## src/rtl/uart_rx_cfg.sv

```systemverilog
// Configurable UART receiver: 2-flop synchronised line, mid-bit sampling at CPB clocks per bit,
// optional odd/even parity, 1 or 2 stop bits, framing/break detection with a one-cycle done pulse.
module uart_rx_cfg #(
  parameter int BAUD_RATE       = 115200,
  parameter int CLOCK_FREQUENCY = 100000000,
  parameter int DATA_BITS       = 8,
  parameter int PARITY          = 0,
  parameter int STOP_BITS       = 1
) (
  input  logic                 clk,
  input  logic                 rst_n,
  input  logic                 data_bit,
  output logic [DATA_BITS-1:0] data,
  output logic                 done,
  output logic                 parity_err,
  output logic                 frame_err,
  output logic                 break_det,
  output logic                 busy
);

  localparam int CPB   = CLOCK_FREQUENCY / BAUD_RATE;
  localparam int HALF  = CPB / 2;
  localparam int CNT_W = (CPB > 1) ? $clog2(CPB) : 1;
  localparam logic [CNT_W-1:0] CPB_LAST  = CNT_W'(CPB - 1);
  localparam logic [CNT_W-1:0] HALF_LAST = CNT_W'((HALF > 0) ? HALF - 1 : 0);
  localparam logic [3:0]       DATA_LAST = 4'(DATA_BITS - 1);
  localparam logic [3:0]       STOP_LAST = 4'(STOP_BITS - 1);

  typedef enum logic [2:0] {
    ST_IDLE,
    ST_START,
    ST_DATA,
    ST_PARITY,
    ST_STOP,
    ST_WAIT_HIGH
  } state_t;

  state_t               state_reg, state_next;
  logic [1:0]           sync_reg;
  logic [1:0]           settle_reg;
  logic                 armed_reg;
  logic [CNT_W-1:0]     cnt_reg, cnt_next;
  logic [3:0]           bit_cnt_reg, bit_cnt_next;
  logic [DATA_BITS-1:0] shift_reg, shift_next;
  logic                 ones_reg, ones_next;
  logic                 ferr_acc_reg, ferr_acc_next;
  logic                 perr_acc_reg, perr_acc_next;
  logic [DATA_BITS-1:0] data_reg, data_next;
  logic                 done_reg, done_next;
  logic                 perr_reg, perr_next;
  logic                 ferr_reg, ferr_next;
  logic                 brk_reg, brk_next;
  logic [DATA_BITS-1:0] bit_sel;
  logic                 line;
  logic                 par_mismatch;

  assign line = sync_reg[1];

  genvar gi;
  generate
    for (gi = 0; gi < DATA_BITS; gi++) begin : g_bit_sel
      assign bit_sel[gi] = (bit_cnt_reg == 4'(gi));
    end
  endgenerate

  assign par_mismatch = (PARITY == 2) ? (^shift_reg ^ line) : ~(^shift_reg ^ line);

  // A start is only accepted once the line has been seen high after reset (true falling edge).
  always_ff @(posedge clk or negedge rst_n) begin
    if (!rst_n) begin
      sync_reg   <= 2'b11;
      settle_reg <= 2'b00;
      armed_reg  <= 1'b0;
    end else begin
      sync_reg   <= {sync_reg[0], data_bit};
      settle_reg <= {settle_reg[0], 1'b1};
      armed_reg  <= armed_reg | (settle_reg[1] & line);
    end
  end

  always_ff @(posedge clk or negedge rst_n) begin
    if (!rst_n) begin
      state_reg    <= ST_IDLE;
      cnt_reg      <= '0;
      bit_cnt_reg  <= '0;
      shift_reg    <= '0;
      ones_reg     <= 1'b0;
      ferr_acc_reg <= 1'b0;
      perr_acc_reg <= 1'b0;
      data_reg     <= '0;
      done_reg     <= 1'b0;
      perr_reg     <= 1'b0;
      ferr_reg     <= 1'b0;
      brk_reg      <= 1'b0;
    end else begin
      state_reg    <= state_next;
      cnt_reg      <= cnt_next;
      bit_cnt_reg  <= bit_cnt_next;
      shift_reg    <= shift_next;
      ones_reg     <= ones_next;
      ferr_acc_reg <= ferr_acc_next;
      perr_acc_reg <= perr_acc_next;
      data_reg     <= data_next;
      done_reg     <= done_next;
      perr_reg     <= perr_next;
      ferr_reg     <= ferr_next;
      brk_reg      <= brk_next;
    end
  end

  always_comb begin
    state_next    = state_reg;
    cnt_next      = cnt_reg + 1'b1;
    bit_cnt_next  = bit_cnt_reg;
    shift_next    = shift_reg;
    ones_next     = ones_reg;
    ferr_acc_next = ferr_acc_reg;
    perr_acc_next = perr_acc_reg;
    data_next     = data_reg;
    done_next     = 1'b0;
    perr_next     = perr_reg;
    ferr_next     = ferr_reg;
    brk_next      = brk_reg;
    case (state_reg)
      ST_IDLE: begin
        cnt_next      = '0;
        bit_cnt_next  = '0;
        ones_next     = 1'b0;
        ferr_acc_next = 1'b0;
        perr_acc_next = 1'b0;
        if (armed_reg && !line) state_next = ST_START;
      end
      ST_START: begin
        if (cnt_reg == HALF_LAST) begin
          cnt_next   = '0;
          state_next = line ? ST_IDLE : ST_DATA;
        end
      end
      ST_DATA: begin
        if (cnt_reg == CPB_LAST) begin
          cnt_next   = '0;
          shift_next = (shift_reg & ~bit_sel) | ({DATA_BITS{line}} & bit_sel);
          ones_next  = ones_reg | line;
          if (bit_cnt_reg == DATA_LAST) begin
            bit_cnt_next = '0;
            state_next   = (PARITY != 0) ? ST_PARITY : ST_STOP;
          end else begin
            bit_cnt_next = bit_cnt_reg + 1'b1;
          end
        end
      end
      ST_PARITY: begin
        if (cnt_reg == CPB_LAST) begin
          cnt_next      = '0;
          ones_next     = ones_reg | line;
          perr_acc_next = par_mismatch;
          state_next    = ST_STOP;
        end
      end
      ST_STOP: begin
        if (cnt_reg == CPB_LAST) begin
          cnt_next = '0;
          if (bit_cnt_reg == STOP_LAST) begin
            // Final stop sample: publish the whole frame result at once.
            bit_cnt_next = '0;
            data_next    = shift_reg;
            perr_next    = perr_acc_reg;
            ferr_next    = ferr_acc_reg | ~line;
            brk_next     = ~(ones_reg | line);
            done_next    = 1'b1;
            state_next   = line ? ST_IDLE : ST_WAIT_HIGH;
          end else begin
            bit_cnt_next  = bit_cnt_reg + 1'b1;
            ferr_acc_next = ferr_acc_reg | ~line;
            ones_next     = ones_reg | line;
          end
        end
      end
      ST_WAIT_HIGH: begin
        cnt_next = '0;
        if (line) state_next = ST_IDLE;
      end
      default: state_next = ST_IDLE;
    endcase
  end

  assign data       = data_reg;
  assign done       = done_reg;
  assign parity_err = perr_reg;
  assign frame_err  = ferr_reg;
  assign break_det  = brk_reg;
  assign busy       = (state_reg != ST_IDLE);

endmodule

```

## config.mk

```make
export PLATFORM = sky130hd
export DESIGN_NAME = uart_rx_cfg
export DESIGN_NICKNAME = d
export VERILOG_FILES = /design/src/rtl/uart_rx_cfg.sv
export SDC_FILE = /design/constraint.sdc
export NUM_CORES = 1
export LEC_CHECK = 0
export BUFFER_PORTS_ARGS = -buffer_cell sky130_fd_sc_hd__buf_2
export CORE_MARGIN = 5
export CORE_UTILIZATION = 60
export DETAILED_ROUTE_END_ITERATION = 8
export GPL_ROUTABILITY_DRIVEN = 0
export HOLD_SLACK_MARGIN = 0.1
export PLACE_DENSITY = 0.79
export SETUP_SLACK_MARGIN = 0.1
export SYNTH_ARGS = -nofsm -noshare
export SYNTH_HDL_FRONTEND = slang
export SYNTH_SLANG_ARGS = --single-unit
```

## constraint.sdc

```tcl
create_clock -name clk -period 4.75 [get_ports clk]
set_input_delay 0.2375 -clock clk [delete_from_list [all_inputs] [get_ports clk]]
set_output_delay 0.2375 -clock clk [all_outputs]
set_load 0.01 [all_outputs]
```

Word level (Yosys, flattened, before mapping). Index checks and enable logic that the tools add are counted.

Reductions and logical operators: 20. $add $sub $neg: 2. Bitwise logic cells: 12. Equal/unequal tests: 24. Muxes and demuxes: 31.

Operators with widths (count): 10-bit case mux with 3 select lines (1); 3-bit two-way mux (9); 10-bit two-way mux (2); 2-bit inequality test, second input constant (9); 3-bit case mux with 6 select lines (1); 8-bit AND (2); 4-bit by 3-bit equality test with 1-bit output, second input constant (4); 4-bit two-way mux (4); 4-bit case mux with 3 select lines (1); 10-bit by 1-bit adder with 10-bit output, second input constant (1); 10-bit equality test, second input constant (1); 10-bit by 9-bit equality test with 1-bit output, second input constant (1); 1-bit two-way mux (9); 3-bit AND reduction (3); 3-bit nonzero test (3); 4-bit by 2-bit equality test with 1-bit output, second input constant (2); 8-bit NOT (1); 8-bit OR (1); 8-bit AND reduction (1); 8-bit XOR reduction (1); 3-bit by 2-bit equality test with 1-bit output, second input constant (2); 3-bit equality test, second input constant (2); 4-bit by 1-bit adder with 4-bit output, second input constant (1); 4-bit by 1-bit equality test with 1-bit output, second input constant (1); 18 further kinds (26).

Input port bits: 3. Register bits: 45.

Depth between registers and ports, before layout.
Depth in word-level cells: 5. Gate-level depth with buffers: 7. Gate-level depth less buffers: 6.

Worst setup path after synthesis. OpenSTA, ideal clock, no wires.

Path type: register to register. Start point: reg cnt_reg[0]. End point: reg brk_reg, in the netlist break_det. Clock period less this slack: 2.051 ns. Library setup time: 0.125 ns. Buffers on the path: 2. Cell stages (with the launch flop): 8. Setup slack: 2.699 ns. Required time: 4.625 ns. Arrival: 1.926 ns. Cells stage by stage: dfrtp_1 -> ha_1 -> and4bb_1 -> and3_4 -> clkbuf_4 -> and4_4 -> buf_12 -> mux2_4.

Word-level cells in the longest chain between the ends: 2.

RTL lines: start: declaration (line 42) `logic [CNT_W-1:0] cnt_reg, cnt_next;`; start signal: assignment (line 97) `cnt_reg <= cnt_next;`; 10-bit equality test (line 161) `if (cnt_reg == CPB_LAST) begin`; 3-bit AND reduction (no line); end signal: assignment (line 107) `brk_reg <= brk_next;`; end: declaration (line 52) `logic brk_reg, brk_next;`.

No other way between the ends. A chain may end at the register's enable or synchronous reset.

Final worst setup path.
Start point: reg bit_cnt_reg[0]. End point: reg state_reg[0].

Word-level cells in the longest chain between the ends: 3.

RTL lines: start: declaration (line 43) `logic [3:0] bit_cnt_reg, bit_cnt_next;`; start signal: assignment (line 98) `bit_cnt_reg <= bit_cnt_next;`; 4-bit by 3-bit equality test with 1-bit output / 4-bit zero test (equally long branches) (line 144, 163); 2-bit inequality test (no line); 8-bit AND reduction (no line) *; end signal: assignment (line 96) `state_reg <= state_next;`; end: declaration (line 38) `state_t state_reg, state_next;`.

Every way passes the cells marked *; elsewhere a longest branch is shown, timed or not.

==> flow_summary.json <==
{
  "status": "complete, no violations",
  "avgSynthCellArea_um2": 11.8,
  "critical_path_peak_fanout": 6,
  "switchingPower_mw": 0.314,
  "track_usage_pct": 18.8,
  "num_vias": 1518,
  "ys_ff_latch": 45,
  "p_int_mw": 0.684,
  "min_period_ns": 2.27,
  "tns_ns": 0,
  "path_class": "flip-flop to flip-flop",
  "row_count": 22,
  "fillCellCount": 287,
  "final_cell_mix": "dfrtp_1, nor2_1, buf_2, nand3_1, mux2_2",
  "cts_hold_buf": 1,
  "clkPwrFrac_pct": 29.1,
  "reg2reg_slack_ns": 2.48,
  "die-area_um2": 5240,
  "syn_area_um2": 2340,
  "grt_pass1_vias": 1562,
  "critPathRequiredTime_ns": 4.93,
  "drt_iter0_markers": 203,
  "grt_pass1_wl_um": 7680,
  "ant_nets": 0,
  "cts_tree": "done",
  "n_antenna_cell": 0,
  "antenna_found_initial": 0,
  "max_freq_ghz": 0.441,
  "die_x_um": 72.4,
  "wire_per_inst_um": 16.6,
  "preCtsSetupSlack_ns": 2.53,
  "yosysWarnings": 0,
  "max_cap_viol_count": 0,
  "report.final.slew_viol_count": 0,
  "synth_edf_count": 0,
  "slew_headroom_pct": 35.0,
  "placed_area_um2": 2400,
  "fin_nets": 221,
  "clock-sinks": 45,
  "combPwrFrac_pct": 24.4,
  "post-cts-setup-buffers": 0,
  "leakagePower_nw": 1.18,
  "ir_drop_mv": 0.265,
  "clkTransAtPathRegs_ns": 0.08,
  "cp-end-kind": "flip-flop",
  "async_reset_ff_share_pct": 100,
  "hold_class": "input pin to async pin",
  "cp.arrival_ns": 2.45,
  "ys_seq_area_share_pct": 48.3,
  "final_common_cell": "dfrtp_1",
  "drc": 0,
  "reg2regPathDepth": 6,
  "post_cts_resized": 0,
  "coreArea_um2": 3720,
  "layout-drive-gt1-share_pct": 26.8,
  "clockBufferDepth": 2,
  "worst_slack_ns": 2.48,
  "fin_crit_sh_pct": 47.7,
  "cts_made_buffers": 5,
  "viasPerCell": 5.82,
  "hpwl_um": 3080,
  "h-tree-depth": 2,
  "clockRootBuffer": "clkbuf_8",
  "die_y_um": 72.4,
  "ys_types": 54,
  "routed_wl_um": 4330,
  "r2r_start": "bit_cnt_reg[0]$_DFFE_PN0P_",
  "ys.flop_type": "dfrtp_1",
  "clkLatencyLatePin_ns": 0.29,
  "io_pins": 16,
  "swShare_pct": 31.4,
  "utilization_pct": 67.9,
  "portBuffers": 15,
  "p_per_area_nw_per_um2": 395,
  "start_util_pct": 62.9,
  "syn_to_final_growth_pct": 7.92,
  "worstMarginPinSlew_ns": 0.976,
  "syn_inst": 198,
  "first_pass_iters": 4,
  "hold_violations": 0,
  "reg2reg_to": "state_reg[0]$_DFFE_PN0P_",
  "grt_max_degree": 46,
  "overflow": 0,
  "design_area_um2": 2520,
  "setup_viol_count_final": 0,
  "syn-num-nets": 207,
  "fin_worst_skew_ns": 0.00286,
  "critPathLaunchType": "flip-flop",
  "rsz0062_at_grt": "no",
  "p_seq_share_pct": 46.5
}
-- critical path, cell delays in order (launching register included) --
cell and delay, ns:
dfrtp_1 0.44, inv_1 0.12, ha_1 0.22, or3b_1 0.47, a222oi_1 0.41, o211ai_1 0.20
mux2_2 0.31
-- worst max path at each step --
stage / cells after the start / startpoint / end
after floorplan: 7 / cnt_reg[0]$_DFF_PN0_ / break_det$_DFFE_PN0P_
after global placement: 5 / cnt_reg[0]$_DFF_PN0_ / data[1]$_DFFE_PN0P_
after detailed placement: 6 / bit_cnt_reg[0]$_DFFE_PN0P_ / state_reg[0]$_DFFE_PN0P_
after CTS: 6 / bit_cnt_reg[0]$_DFFE_PN0P_ / state_reg[0]$_DFFE_PN0P_
after global routing: 6 / bit_cnt_reg[0]$_DFFE_PN0P_ / state_reg[0]$_DFFE_PN0P_
final: 6 / bit_cnt_reg[0]$_DFFE_PN0P_ / state_reg[0]$_DFFE_PN0P_
-- through the flow --
stage / power, mW / hold slack, ns / cells
final: 0.997 / 0.102 / 261
after global routing: 1.06 / 0.192 / 261
after CTS: 1.00 / 0.134 / 261
after floorplan: 0.654 / -0.0581 / 198
after global placement: 0.687 / 0.338 / 252
after detailed placement: 0.707 / 0.349 / 252
-- cell usage after synthesis (4+ instances only) --
master,count,area share [%]
nor2_1,21,3.4
nand3_1,13,2.8
xnor2_1,9,3.4
inv_1,8,1.3
nand4_1,4,1.1
nor3b_1,4,1.3
dfrtp_1,43,46
mux2_2,13,6.3
xor2_1,5,1.9
mux2_4,9,5.8
ha_1,6,3.2
-- power groups by stage --
stage,Sequential (mW),Combinational (mW),Clock (mW)
after detailed placement,0.470,0.238,0
final,0.464,0.243,0.291
after global placement,0.465,0.223,0
after global routing,0.470,0.272,0.315
after floorplan,0.447,0.207,0
after CTS,0.462,0.244,0.296
-- kinds of logic (layout without fill, tap and decap cells) --
family | Yosys count | in the layout | share of synthesized area, %
mux | 23 | 23 | 12.5
flops | 45 | 45 | 48.3
buf+inv | 17 | 32 | 4.55
other cells | 1 | 1 | 0.160
xor+xnor | 15 | 15 | 6.21
fa+ha+maj | 6 | 6 | 3.21
simple gates | 66 | 66 | 16.6
compound gates | 25 | 25 | 8.46
-- metal layers --
| layer | global-route usage (%) | wire [µm] |
|---|---|---|
| met4 | 4.92 | 46 |
| met5 | 0 | 0 |
| met1 | 25.7 | 1930 |
| met2 | 31.0 | 2160 |
| met3 | 3.46 | 191 |
-- final cells by class --
| type | count | area [µm²] | share of cell area (%) |
|---|---|---|---|
| Tap cell | 48 | 60.1 | 2.38 |
| Clock buffer | 7 | 86.3 | 3.42 |
| Multi-Input combinational cell | 136 | 1100 | 43.7 |
| Inverter | 8 | 30.0 | 1.19 |
| Clock inverter | 1 | 30.0 | 1.19 |
| Timing Repair Buffer | 16 | 85.1 | 3.37 |
| Sequential cell | 45 | 1130 | 44.7 |
Power figures use the tool's default switching activity.
